**src/rtl/uart_pkg.sv**
```systemverilog
// Shared definitions for the configurable UART: parity encodings, FSM state
// encodings and a constant log2 helper used for counter and pointer sizing.
package uart_pkg;

  localparam int PARITY_NONE = 0;
  localparam int PARITY_EVEN = 1;
  localparam int PARITY_ODD  = 2;

  typedef enum logic [2:0] {
    TX_IDLE   = 3'd0,
    TX_START  = 3'd1,
    TX_DATA   = 3'd2,
    TX_PARITY = 3'd3,
    TX_STOP   = 3'd4
  } tx_state_e;

  typedef enum logic [2:0] {
    RX_IDLE   = 3'd0,
    RX_START  = 3'd1,
    RX_DATA   = 3'd2,
    RX_PARITY = 3'd3,
    RX_STOP   = 3'd4
  } rx_state_e;

  // Smallest n with 2**n >= value (0 for value <= 1).
  function automatic int log2_ceil(input int value);
    int result;
    result = 0;
    for (int i = 0; i < 31; i++) begin
      if ((1 << i) < value) result = i + 1;
    end
    return result;
  endfunction

endpackage

```
**src/rtl/sync_fifo.sv**
```systemverilog
// Small synchronous FIFO buffering received characters. The head entry and
// the empty flag are held in registers so the consumer sees clean outputs.
// A pop and a push in the same cycle on a full FIFO is accepted: the pop
// frees the slot that the push then fills.
module sync_fifo
  import uart_pkg::*;
#(
  parameter int WIDTH = 8,
  parameter int DEPTH = 4
) (
  input  logic             clk,
  input  logic             reset,
  input  logic             push,
  input  logic             pop,
  input  logic [WIDTH-1:0] din,
  output logic [WIDTH-1:0] dout,
  output logic             full,
  output logic             empty
);

  localparam int AW = log2_ceil(DEPTH);

  logic [AW:0]      wr_ptr_q, wr_ptr_d;
  logic [AW:0]      rd_ptr_q, rd_ptr_d;
  logic [WIDTH-1:0] mem_q [DEPTH];
  logic [WIDTH-1:0] mem_d [DEPTH];
  logic [WIDTH-1:0] dout_q, dout_d;
  logic             empty_q, empty_d;
  logic             full_now;
  logic             do_push;
  logic             do_pop;

  assign full_now = (wr_ptr_q[AW] != rd_ptr_q[AW]) &&
                    (wr_ptr_q[AW-1:0] == rd_ptr_q[AW-1:0]);

  // Pointer/storage update and look-ahead of the next head entry.
  always_comb begin
    do_pop   = pop && !empty_q;
    do_push  = push && (!full_now || do_pop);
    mem_d    = mem_q;
    if (do_push) mem_d[wr_ptr_q[AW-1:0]] = din;
    wr_ptr_d = wr_ptr_q + (AW+1)'(do_push);
    rd_ptr_d = rd_ptr_q + (AW+1)'(do_pop);
    empty_d  = (wr_ptr_d == rd_ptr_d);
    dout_d   = '0;
    if (!empty_d) dout_d = mem_d[rd_ptr_d[AW-1:0]];
  end

  // FIFO state registers; reset empties the buffer.
  always_ff @(posedge clk or posedge reset) begin
    if (reset) begin
      wr_ptr_q <= '0;
      rd_ptr_q <= '0;
      dout_q   <= '0;
      empty_q  <= 1'b1;
      for (int i = 0; i < DEPTH; i++) mem_q[i] <= '0;
    end else begin
      wr_ptr_q <= wr_ptr_d;
      rd_ptr_q <= rd_ptr_d;
      dout_q   <= dout_d;
      empty_q  <= empty_d;
      mem_q    <= mem_d;
    end
  end

  assign dout  = dout_q;
  assign empty = empty_q;
  assign full  = full_now;

endmodule

```
**src/rtl/uart_configurable.sv**
```systemverilog
// Full-duplex UART with parameterised frame format (data bits, parity, stop
// bits), a receive FIFO and sticky parity/framing/overrun flags. Transmit
// and receive state machines live here; buffering is in sync_fifo.
module uart_configurable
  import uart_pkg::*;
#(
  parameter int CLOCK_FREQ    = 125_000_000,
  parameter int BAUD_RATE     = 115_200,
  parameter int DATA_BITS     = 8,
  parameter int PARITY        = 0,
  parameter int STOP_BITS     = 1,
  parameter int RX_FIFO_DEPTH = 4
) (
  input  logic                 clk,
  input  logic                 reset,
  input  logic [DATA_BITS-1:0] data_in,
  input  logic                 data_in_valid,
  output logic                 data_in_ready,
  output logic [DATA_BITS-1:0] data_out,
  output logic                 data_out_valid,
  input  logic                 data_out_ready,
  input  logic                 serial_in,
  output logic                 serial_out,
  output logic                 parity_error,
  output logic                 framing_error,
  output logic                 overrun,
  input  logic                 err_clear
);

  localparam int SYMBOL_EDGE_TIME = CLOCK_FREQ / BAUD_RATE;
  localparam int CW = log2_ceil(SYMBOL_EDGE_TIME) + 1;
  localparam logic [CW-1:0] SYM_LAST  = CW'(SYMBOL_EDGE_TIME - 1);
  localparam logic [CW-1:0] HALF_LAST = CW'(SYMBOL_EDGE_TIME / 2 - 1);
  localparam logic [3:0]    DATA_LAST = 4'(DATA_BITS - 1);
  localparam logic [3:0]    STOP_LAST = 4'(STOP_BITS - 1);
  localparam logic          HAS_PARITY = (PARITY != PARITY_NONE);

  // Parity bit that makes the frame match the configured even/odd sense.
  function automatic logic parity_of(input logic [DATA_BITS-1:0] d);
    return (PARITY == PARITY_ODD) ? ~^d : ^d;
  endfunction

  // ---------------- transmitter ----------------
  tx_state_e            tx_state_q, tx_state_d;
  logic [DATA_BITS-1:0] tx_shift_q, tx_shift_d;
  logic                 tx_parity_q, tx_parity_d;
  logic [3:0]           tx_bit_q, tx_bit_d;
  logic [CW-1:0]        tx_cnt_q, tx_cnt_d;
  logic                 serial_out_q, serial_out_d;
  logic                 tx_sym_end;

  assign tx_sym_end    = (tx_cnt_q == SYM_LAST);
  assign data_in_ready = (tx_state_q == TX_IDLE);

  // TX next state: capture data on handshake, then walk the frame one symbol at a time.
  always_comb begin
    tx_state_d  = tx_state_q;
    tx_shift_d  = tx_shift_q;
    tx_parity_d = tx_parity_q;
    tx_bit_d    = tx_bit_q;
    tx_cnt_d    = tx_cnt_q + CW'(1);
    case (tx_state_q)
      TX_IDLE: begin
        tx_cnt_d = '0;
        if (data_in_valid) begin
          tx_state_d  = TX_START;
          tx_shift_d  = data_in;
          tx_parity_d = parity_of(data_in);
          tx_bit_d    = '0;
        end
      end
      TX_START: begin
        if (tx_sym_end) begin
          tx_cnt_d   = '0;
          tx_bit_d   = '0;
          tx_state_d = TX_DATA;
        end
      end
      TX_DATA: begin
        if (tx_sym_end) begin
          tx_cnt_d = '0;
          if (tx_bit_q == DATA_LAST) begin
            tx_bit_d = '0;
            if (HAS_PARITY) tx_state_d = TX_PARITY;
            else            tx_state_d = TX_STOP;
          end else begin
            tx_bit_d   = tx_bit_q + 4'd1;
            tx_shift_d = tx_shift_q >> 1;
          end
        end
      end
      TX_PARITY: begin
        if (tx_sym_end) begin
          tx_cnt_d   = '0;
          tx_bit_d   = '0;
          tx_state_d = TX_STOP;
        end
      end
      TX_STOP: begin
        if (tx_sym_end) begin
          tx_cnt_d = '0;
          if (tx_bit_q == STOP_LAST) tx_state_d = TX_IDLE;
          else                       tx_bit_d   = tx_bit_q + 4'd1;
        end
      end
      default: begin
        tx_state_d = TX_IDLE;
        tx_cnt_d   = '0;
      end
    endcase
    case (tx_state_d)
      TX_START:  serial_out_d = 1'b0;
      TX_DATA:   serial_out_d = tx_shift_d[0];
      TX_PARITY: serial_out_d = tx_parity_d;
      default:   serial_out_d = 1'b1;
    endcase
  end

  // TX registers; the line output is registered so the pin never glitches.
  always_ff @(posedge clk or posedge reset) begin
    if (reset) begin
      tx_state_q   <= TX_IDLE;
      tx_shift_q   <= '0;
      tx_parity_q  <= 1'b0;
      tx_bit_q     <= '0;
      tx_cnt_q     <= '0;
      serial_out_q <= 1'b1;
    end else begin
      tx_state_q   <= tx_state_d;
      tx_shift_q   <= tx_shift_d;
      tx_parity_q  <= tx_parity_d;
      tx_bit_q     <= tx_bit_d;
      tx_cnt_q     <= tx_cnt_d;
      serial_out_q <= serial_out_d;
    end
  end

  assign serial_out = serial_out_q;

  // ---------------- receiver ----------------
  logic                 rx_sync1_q, rx_sync1_d;
  logic                 rx_sync2_q, rx_sync2_d;
  logic                 rx_prev_q, rx_prev_d;
  rx_state_e            rx_state_q, rx_state_d;
  logic [DATA_BITS-1:0] rx_shift_q, rx_shift_d;
  logic                 rx_par_q, rx_par_d;
  logic [3:0]           rx_bit_q, rx_bit_d;
  logic [CW-1:0]        rx_cnt_q, rx_cnt_d;
  logic                 rx_sym_end;
  logic                 rx_push;
  logic                 parity_evt;
  logic                 framing_evt;

  assign rx_sym_end = (rx_cnt_q == SYM_LAST);

  // Synchroniser chain for the asynchronous RX line plus edge-detect history.
  always_comb begin
    rx_sync1_d = serial_in;
    rx_sync2_d = rx_sync1_q;
    rx_prev_d  = rx_sync2_q;
  end

  // RX next state: find the start edge, sample mid-symbol, judge the frame at the first stop.
  always_comb begin
    rx_state_d  = rx_state_q;
    rx_shift_d  = rx_shift_q;
    rx_par_d    = rx_par_q;
    rx_bit_d    = rx_bit_q;
    rx_cnt_d    = rx_cnt_q + CW'(1);
    rx_push     = 1'b0;
    parity_evt  = 1'b0;
    framing_evt = 1'b0;
    case (rx_state_q)
      RX_IDLE: begin
        rx_cnt_d = '0;
        if (rx_prev_q && !rx_sync2_q) rx_state_d = RX_START;
      end
      RX_START: begin
        if (rx_cnt_q == HALF_LAST) begin
          rx_cnt_d = '0;
          rx_bit_d = '0;
          if (rx_sync2_q) rx_state_d = RX_IDLE;
          else            rx_state_d = RX_DATA;
        end
      end
      RX_DATA: begin
        if (rx_sym_end) begin
          rx_cnt_d   = '0;
          rx_shift_d = {rx_sync2_q, rx_shift_q[DATA_BITS-1:1]};
          if (rx_bit_q == DATA_LAST) begin
            rx_bit_d = '0;
            if (HAS_PARITY) rx_state_d = RX_PARITY;
            else            rx_state_d = RX_STOP;
          end else begin
            rx_bit_d = rx_bit_q + 4'd1;
          end
        end
      end
      RX_PARITY: begin
        if (rx_sym_end) begin
          rx_cnt_d   = '0;
          rx_par_d   = rx_sync2_q;
          rx_state_d = RX_STOP;
        end
      end
      RX_STOP: begin
        if (rx_sym_end) begin
          rx_cnt_d    = '0;
          rx_state_d  = RX_IDLE;
          rx_push     = 1'b1;
          framing_evt = !rx_sync2_q;
          parity_evt  = HAS_PARITY && (rx_par_q != parity_of(rx_shift_q));
        end
      end
      default: begin
        rx_state_d = RX_IDLE;
        rx_cnt_d   = '0;
      end
    endcase
  end

  // RX registers; the synchroniser idles high like the line.
  always_ff @(posedge clk or posedge reset) begin
    if (reset) begin
      rx_sync1_q <= 1'b1;
      rx_sync2_q <= 1'b1;
      rx_prev_q  <= 1'b1;
      rx_state_q <= RX_IDLE;
      rx_shift_q <= '0;
      rx_par_q   <= 1'b0;
      rx_bit_q   <= '0;
      rx_cnt_q   <= '0;
    end else begin
      rx_sync1_q <= rx_sync1_d;
      rx_sync2_q <= rx_sync2_d;
      rx_prev_q  <= rx_prev_d;
      rx_state_q <= rx_state_d;
      rx_shift_q <= rx_shift_d;
      rx_par_q   <= rx_par_d;
      rx_bit_q   <= rx_bit_d;
      rx_cnt_q   <= rx_cnt_d;
    end
  end

  // ---------------- receive buffer and sticky flags ----------------
  logic fifo_full;
  logic fifo_empty;
  logic fifo_pop;
  logic overrun_evt;
  logic parity_error_q, parity_error_d;
  logic framing_error_q, framing_error_d;
  logic overrun_q, overrun_d;

  assign data_out_valid = !fifo_empty;
  assign fifo_pop       = data_out_valid && data_out_ready;

  sync_fifo #(
    .WIDTH (DATA_BITS),
    .DEPTH (RX_FIFO_DEPTH)
  ) u_rx_fifo (
    .clk   (clk),
    .reset (reset),
    .push  (rx_push),
    .pop   (fifo_pop),
    .din   (rx_shift_q),
    .dout  (data_out),
    .full  (fifo_full),
    .empty (fifo_empty)
  );

  // Sticky flags: a new error event takes priority over a clear request.
  always_comb begin
    overrun_evt     = rx_push && fifo_full && !fifo_pop;
    parity_error_d  = parity_evt  ? 1'b1 : (err_clear ? 1'b0 : parity_error_q);
    framing_error_d = framing_evt ? 1'b1 : (err_clear ? 1'b0 : framing_error_q);
    overrun_d       = overrun_evt ? 1'b1 : (err_clear ? 1'b0 : overrun_q);
  end

  // Flag registers.
  always_ff @(posedge clk or posedge reset) begin
    if (reset) begin
      parity_error_q  <= 1'b0;
      framing_error_q <= 1'b0;
      overrun_q       <= 1'b0;
    end else begin
      parity_error_q  <= parity_error_d;
      framing_error_q <= framing_error_d;
      overrun_q       <= overrun_d;
    end
  end

  assign parity_error  = parity_error_q;
  assign framing_error = framing_error_q;
  assign overrun       = overrun_q;

endmodule

```
**config.mk**
```make
export PLATFORM = sky130hd
export DESIGN_NAME = uart_configurable
export DESIGN_NICKNAME = d
export VERILOG_FILES = /design/src/rtl/uart_pkg.sv /design/src/rtl/sync_fifo.sv /design/src/rtl/uart_configurable.sv
export SDC_FILE = /design/constraint.sdc
export NUM_CORES = 1
export LEC_CHECK = 0
export BUFFER_PORTS_ARGS = -buffer_cell sky130_fd_sc_hd__buf_2
export CAP_MARGIN = 20
export CORE_ASPECT_RATIO = 1.4
export CORE_UTILIZATION = 40
export DETAILED_ROUTE_END_ITERATION = 6
export GPL_TIMING_DRIVEN = 0
export RECOVER_POWER = 100
export SLEW_MARGIN = 40
export SYNTH_ARGS = -nofsm -noshare
export SYNTH_HDL_FRONTEND = slang
export SYNTH_HIERARCHICAL = 1
export SYNTH_SLANG_ARGS = --single-unit
```
**constraint.sdc**
```tcl
create_clock -name clk -period 4.45 [get_ports clk]
set_input_delay 0 -clock clk [delete_from_list [all_inputs] [get_ports clk]]
set_output_delay 0 -clock clk [all_outputs]
set_load 0.01 [all_outputs]
```
=== Yosys cells after proc, flatten, opt, wreduce, memory -nomap -nowiden ===
Index checks and enable logic that the tools add are counted.

* Eq/ne operators: 31
* $lt $le $gt $ge: 3
* Reductions and logical operators: 30
* Bitwise gates (word level): 2
* Multiplexer cells: 54
* Add/sub/neg operators: 6

{| class="wikitable"
|+ Operator list
! cell !! count
|-
| $mux 8 || 7
|-
| $mux 12 || 4
|-
| $mux 3 || 13
|-
| $mux 4 || 9
|-
| $bwmux 32 || 1
|-
| $mux 32 || 1
|-
| $pmux 3 s5 || 2
|-
| $add 12x1->12 const B || 2
|-
| $eq 12x11->1 const B || 2
|-
| $pmux 12 s2 || 1
|-
| $ne 2x2->1 const B || 11
|-
| $eq 3x2->1 const B || 6
|-
| $bmux 8 s2 || 1
|-
| $demux 8 s2 || 1
|-
| $pmux 4 s4 || 1
|-
| $pmux 8 s2 || 1
|-
| $eq 12x10->1 const B || 1
|-
| $reduce_and 6->1 || 2
|-
| $eq 3x1->1 const B || 3
|-
| $mux 1 || 9
|-
| $add 4x1->4 const B || 2
|-
| $eq 4x3->1 const B || 2
|-
| $logic_and 1x1->1 || 8
|-
| $pmux 4 s2 || 1
|-
| 24 further kinds || 35
|}

* Bits of input ports: 14
* Output and inout port bits: 14
* Bits in registers: 108
* Logic and storage cells: 150

=== Logic depth before layout (Yosys ltp) ===
Gate-level depths: netlist of run 1.

* Word-level depth: 11
* Mapped depth: 15

=== By module ===
Netlist of run 1, hierarchy kept.

{| class="wikitable"
|+ By module, submodules not included
! module !! cells each !! area an instance (µm²) !! sequential area each (µm²) !! instances
|-
| uart_configurable || 294 || 3,093.0 || 1,531.5 || 1
|-
| sync_fifo || 243 || 2,608.8 || 1,177.4 || 1
|}

=== Worst setup path before layout of run 1 ===
OpenSTA, ideal clock, no wires.

* Path type: reg2reg
* From: register rx_cnt_q[7]
* To: register u_rx_fifo.dout_q[4] (netlist: u_rx_fifo/dout[4])
* Required time: 4,322 ps
* Period minus slack after synthesis: 3,311 ps
* Slack: 1,139 ps
* Path buffers: 1
* Arrival: 3,184 ps
* Cell stages (with the launch flop): 14
* Cell sequence: dfrtp_1 > or4_4 > nor3_1 > nand3_1 > inv_1 > nor2b_1 > ha_1 > ha_1 > xnor2_1 > xnor2_2 > a31oi_4 > buf_6 > a32oi_1 > o211ai_2

* Word-level cells in the longest chain between the ends: 9
* Elaborated cells between the ends (all ways): 11
* Those cells by class: add/sub: 1; eq/ne: 2; mux: 7; reduce/logical: 1

{| class="wikitable"
|+ Ends and longest elaborated chain
! what !! RTL line !! RTL
|-
| start, declared || uart_configurable.sv:148 || <nowiki>logic [CW-1:0] rx_cnt_q, rx_cnt_d;</nowiki>
|-
| start signal, assigned || uart_configurable.sv:241 || <nowiki>rx_cnt_q <= rx_cnt_d;</nowiki>
|-
| $eq 12x11->1 * || uart_configurable.sv:154 || <nowiki>assign rx_sym_end = (rx_cnt_q == SYM_LAST);</nowiki>
|-
| $mux 1 * || uart_configurable.sv:207 || <nowiki>if (rx_sym_end) begin</nowiki>
|-
| $mux 1 * || uart_configurable.sv:173 || <nowiki>case (rx_state_q)</nowiki>
|-
| named net rx_push || uart_configurable.sv:150 || <nowiki>logic rx_push;</nowiki>
|-
| $logic_and 1x1->1 * || sync_fifo.sv:39 || <nowiki>do_push = push && (!full_now || do_pop);</nowiki>
|-
| parallel branches: the longest is 4 deep, another holds $add 3x1->3 || - ||
|-
| $mux 8 * || sync_fifo.sv:46 || <nowiki>if (!empty_d) dout_d = mem_d[rd_ptr_d[AW-1:0]];</nowiki>
|-
| named net u_rx_fifo.dout_d[4] || sync_fifo.sv:27 || <nowiki>logic [WIDTH-1:0] dout_q, dout_d;</nowiki>
|-
| end signal, assigned || sync_fifo.sv:60 || <nowiki>dout_q <= dout_d;</nowiki>
|-
| end, declared || sync_fifo.sv:27 ||
|}

Mark *: on every way through the listed nets, which the timed path passes. The select of a mux whose other input is x is not followed.
A chain may end at the register's enable or synchronous reset.

=== Worst setup path after layout of run 1 ===
* From: register rx_cnt_q[7]
* To: register u_rx_fifo.dout_q[5] (netlist: u_rx_fifo/dout[5])

The elaborated chain is that of the path after synthesis.

==> impl_metrics.tcl, run 1 <==
set metrics [dict create \
    status "complete, but fails checks" \
    violations "capacitance limit, slew limit" \
    slew_violations 44 \
    setup_violations 0 \
    max_freq_mhz 247 \
    synth.area.top_cells "dfrtp_1, mux2_2, nor2_1" \
    dieArea_sq_um 14700 \
    grt_use_met2_pct 31.4 \
    tightest_slew_ps 2310 \
    drcViolationCount 0 \
    tns_ps 0 \
    setup.worst_path.start_class "flop" \
    end_kind "flop" \
    grt_pass1_vias 4246 \
    coreArea_sq_um 13900 \
    place_ws_ps 361 \
    root_buffer "clkbuf_16" \
    cpMaxStageDelayCell "xnor2_2" \
    path_clk_slew_ps 80 \
    grtUsageMet1_pct 20.2 \
    grtUsageMet3_pct 2.64 \
    critical_path_class "reg -> reg" \
    cpPeakStageDelay_ps 600 \
    cts_tree "built" \
    synth_area_sq_um 5700 \
    grt_max_degree 44 \
    track_usage_pct 17.8 \
    synth-seq-cells 108 \
    fp-row-count 51 \
    ir_drop_v 0.000206 \
    hold_viol 0 \
    dr.pass1.iters 4 \
    arrival_ps 4280 \
    start_util_pct 41.0 \
    syn2layout_area_growth_pct 11.7 \
    yosysWarnings 6 \
    async_flop_share_pct 100 \
    drtIter0Drc 160 \
    clock_latency_ps 350 \
    avgSynthCellArea_sq_um 10.6 \
    syn_nets 563 \
    min_period_ps 4050 \
    relSlewSlack_pct -53.7 \
    place_inst 750 \
    drt_wl_total_um 12000 \
    clock_path_buffers 2 \
    grt_pass1_wl_um 20300 \
    final_antenna_net_count 0 \
    final_cell_count_no_fill 776 \
    vias_per_cell 5.42 \
    htreeDepth 3 \
    num_antenna_cells 0 \
    critPathRequiredTime_ps 4680 \
    routedWlPerCell_um 15.4 \
    grt-ovfl-total 0 \
    setup_ws_ps 405 \
    synth_ff_type "dfrtp_1" \
    p_total_w 0.00306 \
    io_pins 28 \
    cap_violations 1 \
    cts_sinks 108 \
    cp_max_fo 10 \
    fin_crit_sh_pct 90.9 \
    path_cells "or4_4, nor3_1, nand3_1, inv_1, nor2b_1, ha_1, ha_1, xnor2_1, xnor2_2, a31oi_4, buf_6, a32oi_1, o211ai_2" \
    synth_edf_count 0 \
    hold_ws_ps 11.5 \
    p_leak_nw 2.77 \
    top_usage_layer "met2" \
    fin_nets 612 \
    dpl.hpwl_um 8600 \
    netlist-cell-type-count 74 \
    layout-drive-gt1-share_pct 14.4 \
    cp_common_cell "ha_1" \
    rsz0062_at_grt "false" \
    yosysTopAreaCell "dfrtp_1" \
    cts_buffers 9 \
    dieWidth_um 103 \
    antenna_found_initial 0 \
    vias 4206 \
    powerDensity_nw_per_um2 480 \
    synth_cells 537 \
    synth_top_area_share_pct 45.2 \
    min_path_type "in -> reg" \
    finClkSkew_ps 11.4 \
    post_cts_buffers 0 \
    die_height_um 143 \
    place_congestion 0.887 \
    io_buffers 26 \
    synth-seq-area-share_pct 47.5 \
]
==> synth_stat cells (all sizes together), types with 3 or more instances <==
cell and number:
dfrtp 103, nor2 50, nand2 37, o21ai 35, inv 26, mux2 26, nand3 21, xnor2 20
xor2 17, nor2b 15, clkbuf 13, nand4 13, ha 12, nand3b 12, buf 11, nor3 11
a22o 9, a21o 8, o211ai 8, a221oi 7, a32oi 7, and3 6, nor3b 6, dfstp 5
nand2b 5, o22ai 5, a21oi 4, nor4 4, o41ai 4, or2 3
==> where the power goes <==
part	internal, W	switching [W]
registers	0.00108	0.0000767
logic	0.000415	0.000671
clock network	0.000456	0.000363
total	0.00195	0.00111
==> per-stage QoR <==
step	area, sq um	util [%]
after floorplan	5700	-
after global placement	6060	43.6
after detailed placement	6110	44.0
after CTS	6520	46.9
after global routing	6370	45.8
final	6370	45.8
==> kinds of logic (layout without fill, tap and decap cells) <==
group	count (synthesis)	after routing	synth area share [%]
adder cells (fa/ha/maj)	12	12	2.63
buffers and inverters	50	104	3.82
XOR/XNOR	37	37	6.47
AO/OA/AOI/OAI	104	104	15.1
AND/OR/NAND/NOR	197	197	18.9
other	1	1	0.0658
flip-flops	108	108	47.5
multiplexers	28	28	5.55
==> layout by cell type, fill, tap and decap left out, drive strengths merged, types with 20 or more instances in the layout <==
cell and instances:
xnor2 20, nand3 21, dfrtp 103, inv 25
clkbuf 46, nor2 50, o21ai 35, nand2 37
mux2 26
==> what timing repair did <==
action                    CTS  global route
gates resized for setup     0             0
hold endpoints to repair  115             0
hold buffers               10             0
==> path summary, 6_finish.rpt <==
path,depth (start not counted),endpoint,start,slack [ps]
setup / recovery,13,u_rx_fifo/dout[5]$_DFF_PP0_,rx_cnt_q[7]$_DFF_PP0_,400
min in group asynchronous,3,overrun$_DFFE_PP0P_,reset,340
max in group asynchronous,4,rx_bit_q[0]$_DFFE_PP0P_,reset,1530
hold / removal,3,tx_shift_q[4]$_DFFE_PP0P_,data_in[4],10
setup reg to reg,13,u_rx_fifo/dout[5]$_DFF_PP0_,rx_cnt_q[7]$_DFF_PP0_,400
hold reg to reg,0,rx_prev_d$_DFF_PP1_,rx_sync1_q$_DFF_PP1_,370
==> sequential cells by signal, indices dropped and copies added (netlist names), 3 cells and up <==
signal,flops
rx_state_q,3
rx_shift_q,8
rx_cnt_q,12
u_rx_fifo/rd_ptr_q,3
tx_cnt_q,12
u_rx_fifo/wr_ptr_q,3
u_rx_fifo/dout,8
rx_bit_q,4
tx_state_q,3
tx_bit_q,4
tx_shift_q,8
u_rx_fifo/mem_q,32
==> worst max-delay path: cells and delay by family, from the launching register on <==
kind	cells	cell delay [ps]
fa+ha+maj	2	360
xor+xnor	2	720
simple gates	4	1430
flops	1	420
buf+inv	2	410
compound gates	3	600
==> routing by layer <==
layer  share of wire, %  routed length, um  vias up
met4                2.9                349        0
met2                 53               6380      108
met5                  0                  0        -
met1                 41               4890     2056
met3                3.1                369       29
li1                   -                  -     2013
==> area by class of cell <==
type / instances / area (sq um)
Fill cell: 1365 / 7540
Multi-Input combinational cell: 379 / 2700
Timing Repair Buffer: 38 / 221
Buffer: 24 / 104
Clock buffer: 11 / 243
Sequential cell: 108 / 2710
Tap cell: 185 / 231
Clock inverter: 5 / 61.3
Inverter: 26 / 100
(Power assumes the default switching activity.)
==> run 2: changes to the inputs <==
CORE_UTILIZATION = 62   (was 40)
PLACE_DENSITY = 0.8   (was default)
==> impl_metrics.tcl, run 2 (synthesized netlist as in run 1, its figures left out) <==
set metrics [dict create \
    met1_length_um 4500 \
    vias 4273 \
    drcViolationCount 0 \
    syn2layout_area_growth_pct 9.04 \
    num_antenna_cells 0 \
    layout-drive-gt1-share_pct 13.5 \
    cp_max_fo 10 \
    regMostFlops "u_rx_fifo/mem_q" \
    grt_pass1_wl_um 19400 \
    die_height_um 115 \
    routed.top_layer "met4" \
    post_cts_buffers 0 \
    cts_sinks 108 \
    tns_ps 0 \
    fin_nets 608 \
    final_antenna_net_count 0 \
    path_clk_slew_ps 70 \
    largest_reg_flops 32 \
    final_cell_count_no_fill 694 \
    min_period_ps 3990 \
    dr_wl_met3_um 388 \
    place_inst 672 \
    hold_viol 0 \
    dpl.hpwl_um 8180 \
    grt_pass1_vias 4274 \
    antenna_found_initial 0 \
    root_buffer "clkbuf_16" \
    clock_latency_ps 340 \
    cts_tree "built" \
    critPathRequiredTime_ps 4670 \
    clock_path_buffers 2 \
    dieArea_sq_um 9590 \
    p_leak_nw 2.75 \
    io_buffers 26 \
    track_usage_pct 25.1 \
    fin_crit_sh_pct 89.7 \
    tightest_slew_ps 2340 \
    io_pins 28 \
    grt_max_degree 46 \
    cts_buffers 9 \
    rsz0062_at_grt "false" \
    slew_violations 84 \
    dr.pass1.iters 4 \
    dieWidth_um 83.1 \
    setup.worst_path.start_class "flop" \
    max_freq_mhz 250 \
    coreArea_sq_um 8980 \
    vias_per_cell 6.16 \
    final_common_cell "dfrtp_1" \
    grt-ovfl-total 0 \
    wl_met2_um 6160 \
    end_kind "flop" \
    cts_hold_buf 6 \
    routedWlPerCell_um 16.4 \
    setup_violations 0 \
    start_util_pct 63.5 \
    cts_resized 0 \
    critical_path_class "reg -> reg" \
    ir_drop_v 0.000627 \
    reg_top3 "u_rx_fifo/mem_q (32), rx_cnt_q (12), tx_cnt_q (12)" \
    fp-row-count 41 \
    arrival_ps 4210 \
    htreeDepth 3 \
    relSlewSlack_pct -56.2 \
    powerDensity_nw_per_um2 488 \
    place_congestion 0.893 \
    cap_violations 2 \
    violations "capacitance limit, slew limit" \
    finClkSkew_ps 9.03 \
    final_cell_mix "dfrtp_1, nor2_1, clkbuf_1" \
    min_path_type "in -> reg" \
    drtIter0Drc 215 \
    drt_wl_total_um 11400 \
    status "complete, but fails checks" \
]
## run 2: cell count changes in the layout (fill, tap and decap cells not counted), sizes merged
cell	before	now
dlygate4sd3	10	6
clkbuf	46	51
clkinv	3	0
buf	17	16
inv	25	24
## run 2: layer usage
layer	track usage [%]	vias to the layer above
li1	-	2010
met1	28.2	2113
met2	46.9	125
met3	4.06	25
met4	11.5	0
met5	0	-
## run 2: cell type report
cell class	instances	area, sq um
Timing Repair Buffer	34	180
Buffer	24	104
Tap cell	107	134
Inverter	26	100
Clock buffer	15	278
Sequential cell	108	2710
Fill cell	707	2760
Clock inverter	1	30.0
Multi-Input combinational cell	379	2680
## run 2: final timing paths
check / from / endpoint / slack, ps / cells after the start
worst min-delay path: data_in[2] / tx_shift_q[2]$_DFFE_PP0P_ / 6 / 3
min in group asynchronous: reset / u_rx_fifo/wr_ptr_q[1]$_DFF_PP0_ / 230 / 3
max in group asynchronous: reset / tx_state_q[1]$_DFF_PP0_ / 1540 / 4
worst max-delay path: rx_cnt_q[6]$_DFF_PP0_ / u_rx_fifo/dout[4]$_DFF_PP0_ / 460 / 13
worst min register to register: rx_sync1_q$_DFF_PP1_ / rx_prev_d$_DFF_PP1_ / 370 / 0
worst max register to register: rx_cnt_q[6]$_DFF_PP0_ / u_rx_fifo/dout[4]$_DFF_PP0_ / 460 / 13
## run 2: per-stage QoR
stage	util (%)	setup WS [ps]	hold WS (ps)	total power, W	cell area [sq um]
floorplan	-	1140	4.48	0.00200	5700
global placement	66.5	580	112	0.00221	5970
detailed placement	67.1	503	-57.1	0.00225	6020
CTS	71.2	483	1.70	0.00308	6390
global route	69.3	192	8.46	0.00321	6220
finish	69.3	457	6.06	0.00304	6220
## run 2: where the power goes
part / internal (W) / total, W / switching, W / leakage, nW
clock network: 0.000484 / 0.000815 / 0.000331 / 0.150
logic: 0.000409 / 0.00107 / 0.000658 / 1.15
registers: 0.00108 / 0.00115 / 0.0000759 / 1.45
## run 2: worst max-delay path, cell delays in order, from the launching register on
cell and delay [ps]:
dfrtp_1 420, or4_1 590, nor3_1 460, nand3_1 230, inv_1 200, nor2b_1 170, ha_1 160, ha_1 200
xnor2_1 120, xnor2_2 550, a31oi_4 250, buf_6 210, a32oi_1 210, o211ai_2 100
